**src/rtl/spi_reg_frame_ctrl.sv**
```systemverilog
// spi_reg_frame_ctrl
// Frame-level register-access controller in the SPI clock domain. Each
// chip-select frame is a command byte followed by a burst of data bytes.
// Command bit 7 selects read (1) or write (0) and bits 6:0 give the start
// address. Writes commit one strobe per data byte. Reads insert one dummy
// turnaround byte, then fetch one register per byte onto MISO. MISO sends
// STATUS_BYTE during the command byte.
module spi_reg_frame_ctrl #(
    parameter bit         AUTO_INC    = 1'b1,
    parameter logic [7:0] STATUS_BYTE = 8'hA5
) (
    input  logic       w_SPI_Clk,
    input  logic       i_Rst_L,
    input  logic       i_SPI_CS_n,
    input  logic       i_SPI_MOSI,
    output logic       o_SPI_MISO_Bit,
    output logic [6:0] o_Reg_Addr,
    output logic       o_Reg_Wr_En,
    output logic [7:0] o_Reg_Wr_Data,
    output logic       o_Reg_Rd_En,
    input  logic [7:0] i_Reg_Rd_Data,
    output logic [1:0] o_State,
    output logic [7:0] o_Byte_Count,
    output logic       o_Addr_Wrap
);

    typedef enum logic [1:0] {
        ST_CMD     = 2'b00,
        ST_WR      = 2'b01,
        ST_RD_WAIT = 2'b10,
        ST_RD      = 2'b11
    } state_t;

    state_t     r_State;
    logic [2:0] r_Bit_Cnt;
    logic [6:0] r_Rx_Shift;
    logic [6:0] r_Addr;
    logic [7:0] r_Tx_Shift;
    logic [7:0] r_Byte_Count;
    logic       r_Addr_Wrap;

    logic       w_Frame_Clr_L;
    logic       w_Byte_Done;
    logic [7:0] w_Byte;
    logic       w_Addr_Step;
    logic [6:0] w_Addr_Next;
    logic       w_Wrap_Step;
    logic [7:0] w_Tx_Reload;

    // Frame state is cleared either by the global reset or by chip select
    // going high. Both are asynchronous, so they merge into one active-low clear.
    assign w_Frame_Clr_L = i_Rst_L & ~i_SPI_CS_n;

    // Byte-boundary decode: strobes, write data, next address and MISO reload.
    always_comb begin
        // NOTE: every signal driven here gets a default first, so no path can leave one unassigned and infer a latch.
        w_Byte        = {r_Rx_Shift, i_SPI_MOSI};
        w_Byte_Done   = 1'b0;
        o_Reg_Wr_En   = 1'b0;
        o_Reg_Rd_En   = 1'b0;
        o_Reg_Wr_Data = 8'h00;
        w_Addr_Step   = 1'b0;
        w_Addr_Next   = r_Addr;
        w_Wrap_Step   = 1'b0;
        w_Tx_Reload   = 8'h00;

        // The 8th edge of a byte is the one sampled while bit_cnt is 7.
        w_Byte_Done   = ~i_SPI_CS_n && (r_Bit_Cnt == 3'd7);
        o_Reg_Wr_En   = w_Byte_Done && (r_State == ST_WR);
        o_Reg_Rd_En   = w_Byte_Done && ((r_State == ST_RD_WAIT) || (r_State == ST_RD));
        // Write data is forced to zero outside the strobe, so reset and idle states show zero.
        o_Reg_Wr_Data = o_Reg_Wr_En ? w_Byte : 8'h00;

        w_Addr_Step   = o_Reg_Wr_En || o_Reg_Rd_En;
        if (AUTO_INC) begin
            w_Addr_Next = r_Addr + 7'd1;
            w_Wrap_Step = w_Addr_Step && (r_Addr == 7'h7F);
        end

        // Read states reload the fetched register. Command and write states reload zeros.
        w_Tx_Reload   = o_Reg_Rd_En ? i_Reg_Rd_Data : 8'h00;
    end

    // Frame FSM: bit framing, command decode, address tracking, byte count and MISO shifter.
    always_ff @(posedge w_SPI_Clk or negedge w_Frame_Clr_L) begin
        // NOTE: sequential state uses non-blocking assignments, so every branch reads pre-edge values.
        if (!w_Frame_Clr_L) begin
            r_State      <= ST_CMD;
            r_Bit_Cnt    <= 3'd0;
            r_Rx_Shift   <= 7'd0;
            r_Addr       <= 7'd0;
            r_Tx_Shift   <= STATUS_BYTE;
            r_Byte_Count <= 8'd0;
        end else begin
            r_Rx_Shift <= w_Byte[6:0];
            r_Bit_Cnt  <= r_Bit_Cnt + 3'd1;
            r_Tx_Shift <= {r_Tx_Shift[6:0], 1'b0};

            if (w_Byte_Done) begin
                r_Tx_Shift <= w_Tx_Reload;
                if (r_Byte_Count != 8'hFF) begin
                    r_Byte_Count <= r_Byte_Count + 8'd1;
                end

                case (r_State)
                    ST_CMD: begin
                        r_Addr  <= w_Byte[6:0];
                        r_State <= w_Byte[7] ? ST_RD_WAIT : ST_WR;
                    end
                    ST_WR: begin
                        r_Addr <= w_Addr_Next;
                    end
                    ST_RD_WAIT: begin
                        r_Addr  <= w_Addr_Next;
                        r_State <= ST_RD;
                    end
                    ST_RD: begin
                        r_Addr <= w_Addr_Next;
                    end
                    default: begin
                        r_State <= ST_CMD;
                    end
                endcase
            end
        end
    end

    // Sticky wrap flag: it survives chip-select toggles and only the global reset clears it.
    always_ff @(posedge w_SPI_Clk or negedge i_Rst_L) begin
        if (!i_Rst_L) begin
            r_Addr_Wrap <= 1'b0;
        end else if (w_Wrap_Step) begin
            r_Addr_Wrap <= 1'b1;
        end
    end

    assign o_SPI_MISO_Bit = r_Tx_Shift[7];
    assign o_Reg_Addr     = r_Addr;
    assign o_State        = r_State;
    assign o_Byte_Count   = r_Byte_Count;
    assign o_Addr_Wrap    = r_Addr_Wrap;

endmodule

```
**config.mk**
```make
export PLATFORM = sky130hd
export DESIGN_NAME = spi_reg_frame_ctrl
export DESIGN_NICKNAME = d
export VERILOG_FILES = /design/src/rtl/spi_reg_frame_ctrl.sv
export SDC_FILE = /design/constraint.sdc
export NUM_CORES = 1
export LEC_CHECK = 0
export BUFFER_PORTS_ARGS = -buffer_cell sky130_fd_sc_hd__buf_2
export CORE_MARGIN = 4
export CORE_UTILIZATION = 59
export CTS_BUF_LIST = sky130_fd_sc_hd__clkbuf_4
export DETAILED_ROUTE_END_ITERATION = 7
export GPL_TIMING_DRIVEN = 0
export HOLD_SLACK_MARGIN = 0.05
export MAX_ROUTING_LAYER = met4
export PLACE_DENSITY = 0.94
export SLEW_MARGIN = 20
export SYNTH_ARGS = -nofsm -noshare
export SYNTH_HDL_FRONTEND = slang
export SYNTH_SLANG_ARGS = --single-unit
```
**constraint.sdc**
```tcl
create_clock -name w_SPI_Clk -period 5.5 [get_ports w_SPI_Clk]
set_clock_uncertainty 0.2 [all_clocks]
set_input_delay 0.275 -clock w_SPI_Clk [delete_from_list [all_inputs] [get_ports w_SPI_Clk]]
set_output_delay 0.275 -clock w_SPI_Clk [all_outputs]
set_load 0.005 [all_outputs]
```
Yosys cells after proc, flatten, opt, wreduce, memory -nomap -nowiden
Index checks and enable logic that the tools add are counted.
W data, S select, Z words.
{"block": "classes", "n_bitwise": 2, "add_sub_neg": 3, "eq_ne": 6, "mux": 6, "reduce_logical": 11}
{"operator": "$mux W8", "count": 3}
{"operator": "$pmux W7 S2", "count": 1}
{"operator": "$add A8 B1 Y8 const B", "count": 1}
{"operator": "$ne A8 B8 Y1 const B", "count": 1}
{"operator": "$add A7 B1 Y7 const B", "count": 1}
{"operator": "$eq A7 B7 Y1 const B", "count": 1}
{"operator": "$eq A2 B2 Y1 const B", "count": 2}
{"operator": "$logic_and A1 B1 Y1", "count": 4}
{"operator": "$pmux W2 S2", "count": 1}
{"operator": "$reduce_and A2 Y1", "count": 2}
{"operator": "$add A3 B1 Y3 const B", "count": 1}
{"operator": "$eq A3 B3 Y1 const B", "count": 1}
{"operator": "$reduce_or A3 Y1", "count": 1}
{"operator": "$eq A2 B1 Y1 const B", "count": 1}
{"operator": "$logic_not A2 Y1", "count": 1}
{"operator": "$logic_or A1 B1 Y1", "count": 2}
{"operator": "$mux W2", "count": 1}
{"operator": "$reduce_bool A2 Y1", "count": 1}
{"operator": "$and A1 B1 Y1", "count": 1}
{"operator": "$not A1 Y1", "count": 1}
{"block": "word_totals", "input_bits": 12, "output_inout_bits": 29, "wordCells": 35, "ff_bits": 36}

Depth between registers and ports, before layout
Gate-level depths: netlist (run 1).
{"block": "depth", "word_depth": 5, "ltp_mapped": 7, "depth_no_buf": 5}

Least setup slack after synthesis (run 1)
Ideal clock, no wire load.
{"block": "synth_path", "path_type": "reg-to-output", "from": "register r_Bit_Cnt[0]", "to": "output o_Reg_Wr_Data[7]", "arrival_time_ns": 1.334, "path_buffers": 2, "slack_ns": 3.691, "path_stages_with_launch": 8, "required_ns": 5.025, "cell_sequence": "dfrtp_1 -> ha_1 -> ha_1 -> nor2b_1 -> buf_2 -> buf_4 -> nand2_1 -> nor3b_1"}
{"block": "synth_between", "elab_chain_len": 4}
{"element": "from (decl)", "line": "35", "source": "logic [2:0] r_Bit_Cnt;"}
{"element": "from (signal assigned)", "line": "96", "source": "r_Bit_Cnt <= r_Bit_Cnt + 3'd1;"}
{"element": "$eq A3 B3 Y1", "line": "68", "source": "w_Byte_Done = ~i_SPI_CS_n && (r_Bit_Cnt == 3'd7);"}
{"element": "$logic_and A1 B1 Y1", "line": "68"}
{"element": "$logic_and A1 B1 Y1", "line": "69", "source": "o_Reg_Wr_En = w_Byte_Done && (r_State == ST_WR);"}
{"element": "$mux W8", "line": "72", "source": "o_Reg_Wr_Data = o_Reg_Wr_En ? w_Byte : 8'h00;"}
{"element": "to (decl)", "line": "19", "source": "output logic [7:0] o_Reg_Wr_Data,"}
No other way between the ends.

Worst setup path in the final report (run 1)
Same ends and word-level chain as after synthesis.

==> impl_metrics.ini, run 1 <==
[floorplan]
initial_core_util_pct = 61.4
dieArea_sq_mm = 0.00376
coreArea_sq_mm = 0.00273
io_pins = 41
dieWidth_um = 61.3
die_h_um = 61.3
rows = 19

[timing]
fmax_ghz = 0.403
period_share_pct = 45.1
rsz0062_at_grt = false
hold_viol_final = 0
fin_tns_setup_ns = 0
setup_violations = 0
worstMarginPinSlew_ns = 0.520
period_minus_slack_ns = 2.48
drv_slew = 0
slew_headroom_pct = 65.3

[grt]
grt_pass1_vias = 1458
grt_max_degree = 20
grt_usage_pct = 25.4
antenna_found_initial = 0
grt_pass1_wl_mm = 6.64
overflow = 0

[worst_setup_path]
critPathLaunchType = flop
cp_cell_sequence = ha_1 -> ha_1 -> nor2b_1 -> buf_2 -> buf_4 -> nand2_1 -> nor3b_1 -> buf_2
critical_path_buf_inv_count = 3
crit_required_ns = 5.03
arrival_ns = 2.01
cp_max_fo = 10
max_stage_delay_ns = 0.36
cp-end-kind = output port
cp_slowest_cell = dfrtp_1
cp_top_family = buffers and inverters
crit_cells = 8
reg2regPathDepth = 6
crit_type = reg2out

[logic_synthesis]
synth-async-reset-ratio_pct = 100
syn_area_sq_mm = 0.00168
synth_edf_count = 0
yosysUniqueCellTypes = 47
yosys.area.top_type = dfrtp_1
synth_ff_type = dfrtp_1
netlist_instances = 152
synth_top_area_share_pct = 47.7
yosys_warnings = 0
syn_nets = 168
synth_area_leaders = dfrtp_1 (48%), dfstp_2 (6.3%), nand2_1 (4.9%)
syn_avg_cell_area_sq_um = 11.0
yosysSeqAreaShare_pct = 54.0
ys_seq_elements = 36

[route]
drt-initial-drc-count = 71
drtAntennaViolNets = 0
wire_per_inst_um = 16.3
drt_wl_total_mm = 3.98
drt_first_pass_iters = 4
vias = 1424
drc_errors = 0
viasPerCell = 5.84

[cts]
postCtsSetupRepairBufs = 0
cts_hold_buffers = 12
cts.path.max_buffers = 2
cts_sinks = 36
post_cts_resize_count = 0
clockRootBuffer = clkbuf_4
tritoncts = done
clock_latency_ns = 0.35
h-tree-depth = 2
clk_pin_slew_ns = 0.09
numCtsBuffers = 5

[placed_design]
hpwl_mm = 2.60
dp_cells = 224
port_buffers = 40
gp_congestion = 0.850

[layout]
layout.cells.most_common_list = buf_2 (44), dfrtp_1 (32), nand2_1 (22), nand3_1 (15), dlygate4sd3_1 (12)
synthToLayoutAreaGrowth_pct = 28.0
fin_nets = 228
fin_cells = 244
antenna_cells = 0
drive_gt1_share_pct = 31.0
layout_commonest_cell = buf_2

[worst_hold_path]
hp-class = reg2reg
hold_depth = 0

[status]
outcome = finished clean

[power]
pwr_density_cell_mw_per_mm2 = 289
vdd_drop_max_v = 0.000258
leakagePower_uw = 0.00107

[run]
timing.max_cap.violations = 0
cells in the mapped netlist, drive strengths merged, types with 3 or more instances:
| cell type | n |
|---|---|
| a21oi | 3 |
| ha | 4 |
| nand3 | 15 |
| nor2 | 3 |
| mux2 | 4 |
| nand2 | 22 |
| o21ai | 3 |
| and3 | 3 |
| dfrtp | 32 |
| buf | 7 |
| and2 | 8 |
| nor3 | 3 |
| nand2b | 3 |
| o22ai | 3 |
| dfstp | 4 |
where the power goes:
part | leakage, uW | switching [uW] | internal (uW)
combinational | 0.000578 | 56.9 | 56.4
clock | 0.0000403 | 84.6 | 92.8
sequential | 0.000450 | 35.5 | 293
kinds of logic after synthesis:
| group | after synthesis | share of synthesized area (%) |
|---|---|---|
| buffers and inverters | 11 | 3.88 |
| multiplexers | 4 | 2.68 |
| flip-flops | 36 | 54.0 |
| adder cells (fa/ha/maj) | 4 | 2.98 |
| XOR/XNOR | 3 | 1.57 |
| AO/OA/AOI/OAI | 22 | 9.84 |
| AND/OR/NAND/NOR | 72 | 25.1 |
metrics by stage:
step	instance area [sq um]	hold WS, ns	util, %	power [uW]	setup slack [ns]
after CTS	2150	0.213	78.5	621	3.02
after global placement	1920	-0.146	70.1	426	2.12
final	2150	0.209	78.5	620	3.02
after floorplan	1680	-0.221	-	385	2.97
after global routing	2150	0.233	78.5	654	2.84
after detailed placement	1950	-0.140	71.4	436	3.41
worst reg2reg max path: cells and delay by family, from the launching register on:
kind / cells / cell delay, ns
adders and majority gates: 2 / 0.41
DFF: 1 / 0.40
muxes: 1 / 0.35
buffers and inverters: 1 / 0.15
AOI/OAI and AO/OA: 1 / 0.14
and+or+nand+nor: 1 / 0.13
path summary, 6_finish.rpt:
| check | endpoint | start | slack (ns) |
|---|---|---|---|
| setup / recovery | o_Reg_Wr_Data[7] | r_Bit_Cnt[0]$_DFF_PN0_ | 3.02 |
| hold / removal | r_Rx_Shift[5]$_DFF_PN0_ | r_Rx_Shift[4]$_DFF_PN0_ | 0.21 |
| setup reg to reg | o_Byte_Count[1]$_DFFE_PN0P_ | r_Bit_Cnt[0]$_DFF_PN0_ | 3.61 |
| hold reg to reg | r_Rx_Shift[5]$_DFF_PN0_ | r_Rx_Shift[4]$_DFF_PN0_ | 0.21 |
| max in group asynchronous | r_Tx_Shift[7]$_DFF_PN1_ | i_SPI_CS_n | 4.16 |
| min in group asynchronous | r_Rx_Shift[3]$_DFF_PN0_ | i_Rst_L | 0.36 |
flip-flops by register name (all words and copies together) (netlist names):
signal        count
r_Bit_Cnt         3
o_Addr_Wrap       1
o_Byte_Count      8
r_Tx_Shift        8
r_Rx_Shift        7
o_State           2
o_Reg_Addr        7
layout make-up:
type	instances	area [sq um]
Buffer	9	57.6
Fill cell	181	587
Timing Repair Buffer	53	348
Clock inverter	3	37.5
Multi-Input combinational cell	105	714
Tap cell	31	38.8
Clock buffer	5	37.5
Inverter	2	7.51
Sequential cell	36	906
layer usage:
| metal | vias to the layer above | GRT usage (%) | part of all wire, % |
|---|---|---|---|
| met2 | 46 | 41.8 | 52 |
| met5 | - | - | 0 |
| met3 | 9 | 6.92 | 5.9 |
| met4 | 0 | 8.67 | 1.7 |
| met1 | 702 | 30.0 | 41 |
| li1 | 667 | - | - |
Power figures use the tool's default switching activity.
==> inputs of run 2 (changes only) <==
Settings changed: CORE_UTILIZATION 59 to 49, PLACE_DENSITY 0.94 to 0.84.
Clock period 5.5 ns to 2.1 ns, I/O delays scaled along.
==> run 2 against run 1 <==
Compared with the run above: the flow now finishes with violations (negative setup slack); register-to-register slack worse by 3.5 ns; sequential share of layout area down 1.6 points; highest routed layer unchanged; design area up 4.0%; routed wire length up 2.1%; sequential power rose to 2.6 times the previous value; flip-flop and latch count unchanged; first-iteration DRC count down 13%; global-route usage down 4.7 points.
==> impl_metrics.ini, run 2 (same netlist as run 1, synthesis figures left out) <==
[status]
outcome = finished, violations left
violations = negative setup slack

[cts]
cts_sinks = 36
h-tree-depth = 2
clockRootBuffer = clkbuf_4
tritoncts = done
cts.path.max_buffers = 2
numCtsBuffers = 5
clk_pin_slew_ns = 0.10
clock_latency_ns = 0.34

[power]
leakagePower_uw = 0.00110
vdd_drop_max_v = 0.000502
finalPower_uw = 1510
pwr_density_cell_mw_per_mm2 = 675

[placed_design]
hpwl_mm = 2.72
gp_congestion = 0.803
port_buffers = 40

[worst_setup_path]
cp_top_family = flip-flops
cp_cell_sequence = ha_4 -> ha_4 -> nor2b_1 -> buf_4 -> buf_6 -> nand2_1 -> nor3b_2 -> buf_2
arrival_ns = 1.82
cp-endpoint = o_Reg_Wr_Data[7]
timing.rr.end = o_Byte_Count[7]$_DFFE_PN0P_
max_stage_delay_ns = 0.42
critical_path_buf_inv_count = 3
cp_max_fo = 4
crit_cells = 8
cp-end-kind = output port
crit_type = reg2out
reg2regPathDepth = 7
crit_required_ns = 1.79
cpMostUsedCell = ha_4
cp_slowest_cell = dfrtp_1
cp-startpoint = r_Bit_Cnt[0]$_DFF_PN0_
critPathLaunchType = flop
regToRegStartpoint = r_Bit_Cnt[0]$_DFF_PN0_
rrSetupSlack_ns = 0.07

[layout]
synthToLayoutAreaGrowth_pct = 33.0
fin_nets = 235
layout_commonest_cell = buf_2
layout.cells.most_common_list = buf_2 (43), dfrtp_1 (32), nand2_1 (22), nand3_1 (15), dlygate4sd3_1 (12)
final_util_pct = 70.8
antenna_cells = 0
num-fill-cells = 244
drive_gt1_share_pct = 35.5

[route]
drc_errors = 0
drt_wl_total_mm = 4.06
wire_per_inst_um = 15.4
drt_first_pass_iters = 5
vias = 1410
viasPerCell = 5.34
drtAntennaViolNets = 0
drt-initial-drc-count = 62

[timing]
worstMarginPinSlew_ns = 0.439
slew_headroom_pct = 70.8
period_minus_slack_ns = 2.13
rsz0062_at_grt = true
drv_slew = 0
fin_ws_ns = -0.0279
period_share_pct = 101
hold_viol_final = 0
fmax_ghz = 0.470
fin_tns_setup_ns = -0.0279
setup_violations = 1
hold_ws_ns = 0.112

[worst_hold_path]
hp-class = in2async

[grt]
antenna_found_initial = 0
grt_pass1_wl_mm = 6.76
grt_max_degree = 27
grt_pass1_vias = 1381
grt_usage_pct = 20.8
overflow = 0

[floorplan]
coreArea_sq_mm = 0.00315
die_h_um = 66.5
io_pins = 41
dieArea_sq_mm = 0.00442
initial_core_util_pct = 53.2
rows = 20
dieWidth_um = 66.5

[run]
timing.max_cap.violations = 0
## run 2: changes by cell type in the layout (fill, tap and decap cells not counted)
cell and change:
clkinv_2 +2, nor3b_1 -1, buf_4 +8, clkinv_1 -1, ha_1 -2, buf_2 -1, nand2b_4 +1, nor3b_2 +1
nand2b_1 -1, ha_4 +2, bufinv_16 -1
## run 2: layout make-up
class | instances | area, sq um | share of cell area, %
plain buffers | 8 | 52.6 | 2.35
clock buffers | 5 | 37.5 | 1.68
clock inverters | 3 | 13.8 | 0.617
inverters | 2 | 7.51 | 0.336
multi-input cells | 105 | 752 | 33.7
flip-flops and latches | 36 | 906 | 40.6
well taps | 44 | 55.1 | 2.47
repair buffers | 61 | 408 | 18.3
## run 2: through the flow
| stage | cells | area [sq um] | setup slack [ns] |
|---|---|---|---|
| floorplan | 152 | 1680 | 0.324 |
| global placement | 236 | 1940 | 0.144 |
| detailed placement | 237 | 1970 | 0.206 |
| CTS | 261 | 2190 | 0.00202 |
| global route | 264 | 2230 | -0.121 |
| finish | 264 | 2230 | -0.0279 |
## run 2: repair_timing
| item | in CTS | in global routing |
|---|---|---|
| endpoints found under the hold margin | 43 | 0 |
| setup buffers | 4 | 4 |
| pin swaps | 3 | 5 |
| endpoints found under the setup margin | 9 | 10 |
| hold buffers | 12 | 0 |
| resized for setup | 5 | 3 |
## run 2: where the power goes
group | internal [uW] | switching [uW] | leakage [uW]
sequential | 768 | 88.3 | 0.000450
clock | 123 | 228 | 0.0000324
combinational | 148 | 152 | 0.000617
total | 1040 | 469 | 0.00110
## run 2: routing by layer
metal	track usage [%]	wire, um	vias to the layer above
met2	35.1	2040	51
met5	-	0	-
met3	5.06	238	15
met1	25.4	1700	671
li1	-	-	673
met4	4.31	88	0
## run 2: how the worst min path moves through the flow
stage                                   end  slack (ns)  depth (start not counted)
floorplan           o_Addr_Wrap$_DFFE_PN0P_       -0.39                          0
global placement    o_Addr_Wrap$_DFFE_PN0P_       -0.31                          1
detailed placement  o_Addr_Wrap$_DFFE_PN0P_       -0.31                          1
CTS                 r_Rx_Shift[3]$_DFF_PN0_        0.11                          3
global route         r_Bit_Cnt[1]$_DFF_PN0_        0.15                          3
finish               r_Bit_Cnt[1]$_DFF_PN0_        0.11                          3
## run 2: tightest hold or removal path: stages
cell and delay [ns]:
dlygate4sd3_1 0.52, buf_2 0.10, nor2b_4 0.33
==> inputs of run 3 (changes only) <==
Settings changed: TNS_END_PERCENT set to 10.
==> run 3 against run 2 <==
Compared with the run above: the run now ends clean; total power fell by 0.27%; sequential share of layout area rose by 0.11 points; utilization fell by 0.20 points; cell count fell by 0.38%; first-iteration DRC count rose by 9.7%; worst setup slack improved by 0.064 ns; sequential power barely moved; clock power barely moved; critical path depth did not move; largest power group unchanged.
==> impl_metrics.ini, run 3 (same netlist as run 1, synthesis figures left out) <==
[worst_setup_path]
cp_max_fo = 4
critPathLaunchType = flop
reg2regPathDepth = 7
regToRegStartpoint = r_Bit_Cnt[0]$_DFF_PN0_
arrival_ns = 1.76
cp-endpoint = o_Reg_Wr_Data[7]
cp-end-kind = output port
crit_required_ns = 1.79
cp-startpoint = r_Bit_Cnt[0]$_DFF_PN0_
crit_type = reg2out
rrSetupSlack_ns = 0.06
timing.rr.end = o_Byte_Count[7]$_DFFE_PN0P_

[route]
drtAntennaViolNets = 0
wire_per_inst_um = 15.2
drt_wl_total_mm = 3.99
viasPerCell = 5.25
vias = 1380
drt_first_pass_iters = 4
drt-initial-drc-count = 68
drc_errors = 0

[floorplan]
dieArea_sq_mm = 0.00442
coreArea_sq_mm = 0.00315
initial_core_util_pct = 53.2
die_h_um = 66.5
dieWidth_um = 66.5
io_pins = 41
rows = 20

[power]
vdd_drop_max_v = 0.000496
clkPwrFrac_pct = 23.1
leakagePower_uw = 0.00110
swShare_pct = 30.9
p_switching_uw = 464
finalPower_uw = 1500
power_frac_seq_pct = 57.0
pwr-share-comb_pct = 19.9
pwr_density_cell_mw_per_mm2 = 675
internal-power_uw = 1040

[cts]
cts_sinks = 36
numCtsBuffers = 5
tritoncts = done
clockRootBuffer = clkbuf_4
clock_latency_ns = 0.33
cts.path.max_buffers = 2
clk_pin_slew_ns = 0.10
h-tree-depth = 2

[grt]
grt_pass1_vias = 1375
grt_usage_pct = 20.4
grt_max_degree = 27
grt_pass1_wl_mm = 6.69
overflow = 0
antenna_found_initial = 0

[timing]
setup_violations = 0
drv_slew = 0
rsz0062_at_grt = true
slew_headroom_pct = 71.0
hold_viol_final = 0
worstMarginPinSlew_ns = 0.435
period_minus_slack_ns = 2.06
fmax_ghz = 0.485
period_share_pct = 98.3

[placed_design]
hpwl_mm = 2.72
port_buffers = 40
gp_congestion = 0.803

[layout]
drive_gt1_share_pct = 36.1
final_util_pct = 70.6
layout_commonest_cell = buf_2
fin_nets = 234
synthToLayoutAreaGrowth_pct = 32.7
layout.cells.most_common_list = buf_2 (42), dfrtp_1 (32), nand2_1 (21), nand3_1 (15), dlygate4sd3_1 (12)
antenna_cells = 0

[run]
timing.max_cap.violations = 0

[status]
outcome = finished clean

[worst_hold_path]
hp-class = in2async
==> run 3: cell count changes in the layout (fill, tap and decap cells not counted), sizes merged <==
| cell | delta |
|---|---|
| buf | -1 |
==> run 3: layer usage <==
| metal | vias up | track usage, % | share of wire (%) | routed length (um) |
|---|---|---|---|---|
| met2 | 43 | 34.1 | 50 | 1980 |
| met4 | 0 | 4.31 | 1.7 | 68 |
| met5 | - | - | 0 | 0 |
| li1 | 672 | - | - | - |
| met1 | 658 | 25.3 | 43 | 1720 |
| met3 | 7 | 5.06 | 5.5 | 218 |
==> run 3: repair_timing <==
action / in CTS / in global routing
buffers inserted: 4 / 3
setup endpoints to repair: 9 / 10
endpoints found under the hold margin: 43 / 0
pin swaps: 3 / 6
gates cloned: 0 / 0
hold buffers: 12 / 0
gates resized for setup: 3 / 8
==> run 3: power groups by stage <==
| stage | registers, uW | clock network, uW | logic (uW) |
|---|---|---|---|
| 4_1_cts | 855 | 361 | 299 |
| 6_report | 856 | 348 | 299 |
| 3_3_place_gp | 862 | 0 | 255 |
| 5_1_grt | 869 | 389 | 340 |
| 2_1_floorplan | 856 | 0 | 154 |
| 3_5_place_dp | 868 | 0 | 282 |
==> run 3: critical path, cell delays in order (launching register included) <==
cell     delay [ns]
dfrtp_1        0.38
ha_2           0.20
ha_4           0.15
nor2b_1        0.13
buf_4          0.13
buf_6          0.10
nand2_2        0.06
nor3b_2        0.14
buf_2          0.13
==> run 3: layout make-up <==
type                    count  area (sq um)
plain buffers               8          52.6
clock buffers               5          37.5
clock inverters             3          13.8
fillers                   248           927
inverters                   2          7.51
multi-input cells         105           747
flip-flops and latches     36           906
well taps                  44          55.1
repair buffers             60           407
==> run 3: worst min-delay path by stage <==
stage | start | end | slack [ns] | depth (start not counted)
detailed placement | i_Rst_L | o_Addr_Wrap$_DFFE_PN0P_ | -0.31 | 1
global placement | i_Rst_L | o_Addr_Wrap$_DFFE_PN0P_ | -0.31 | 1
global route | i_Rst_L | r_Bit_Cnt[1]$_DFF_PN0_ | 0.16 | 3
finish | i_Rst_L | r_Bit_Cnt[1]$_DFF_PN0_ | 0.11 | 3
floorplan | i_Rst_L | o_Addr_Wrap$_DFFE_PN0P_ | -0.39 | 0
CTS | i_Rst_L | r_Rx_Shift[3]$_DFF_PN0_ | 0.11 | 3
==> run 3: through the flow <==
step	setup TNS (ns)	hold WS (ns)	setup slack, ns	instance area (sq um)	cells
after floorplan	0	-0.391	0.324	1680	152
after global placement	0	-0.314	0.144	1940	236
after detailed placement	0	-0.311	0.206	1970	237
after CTS	-0.0151	0.108	-0.0120	2180	261
after global routing	-0.390	0.156	-0.0645	2230	263
final	0	0.114	0.0363	2230	263
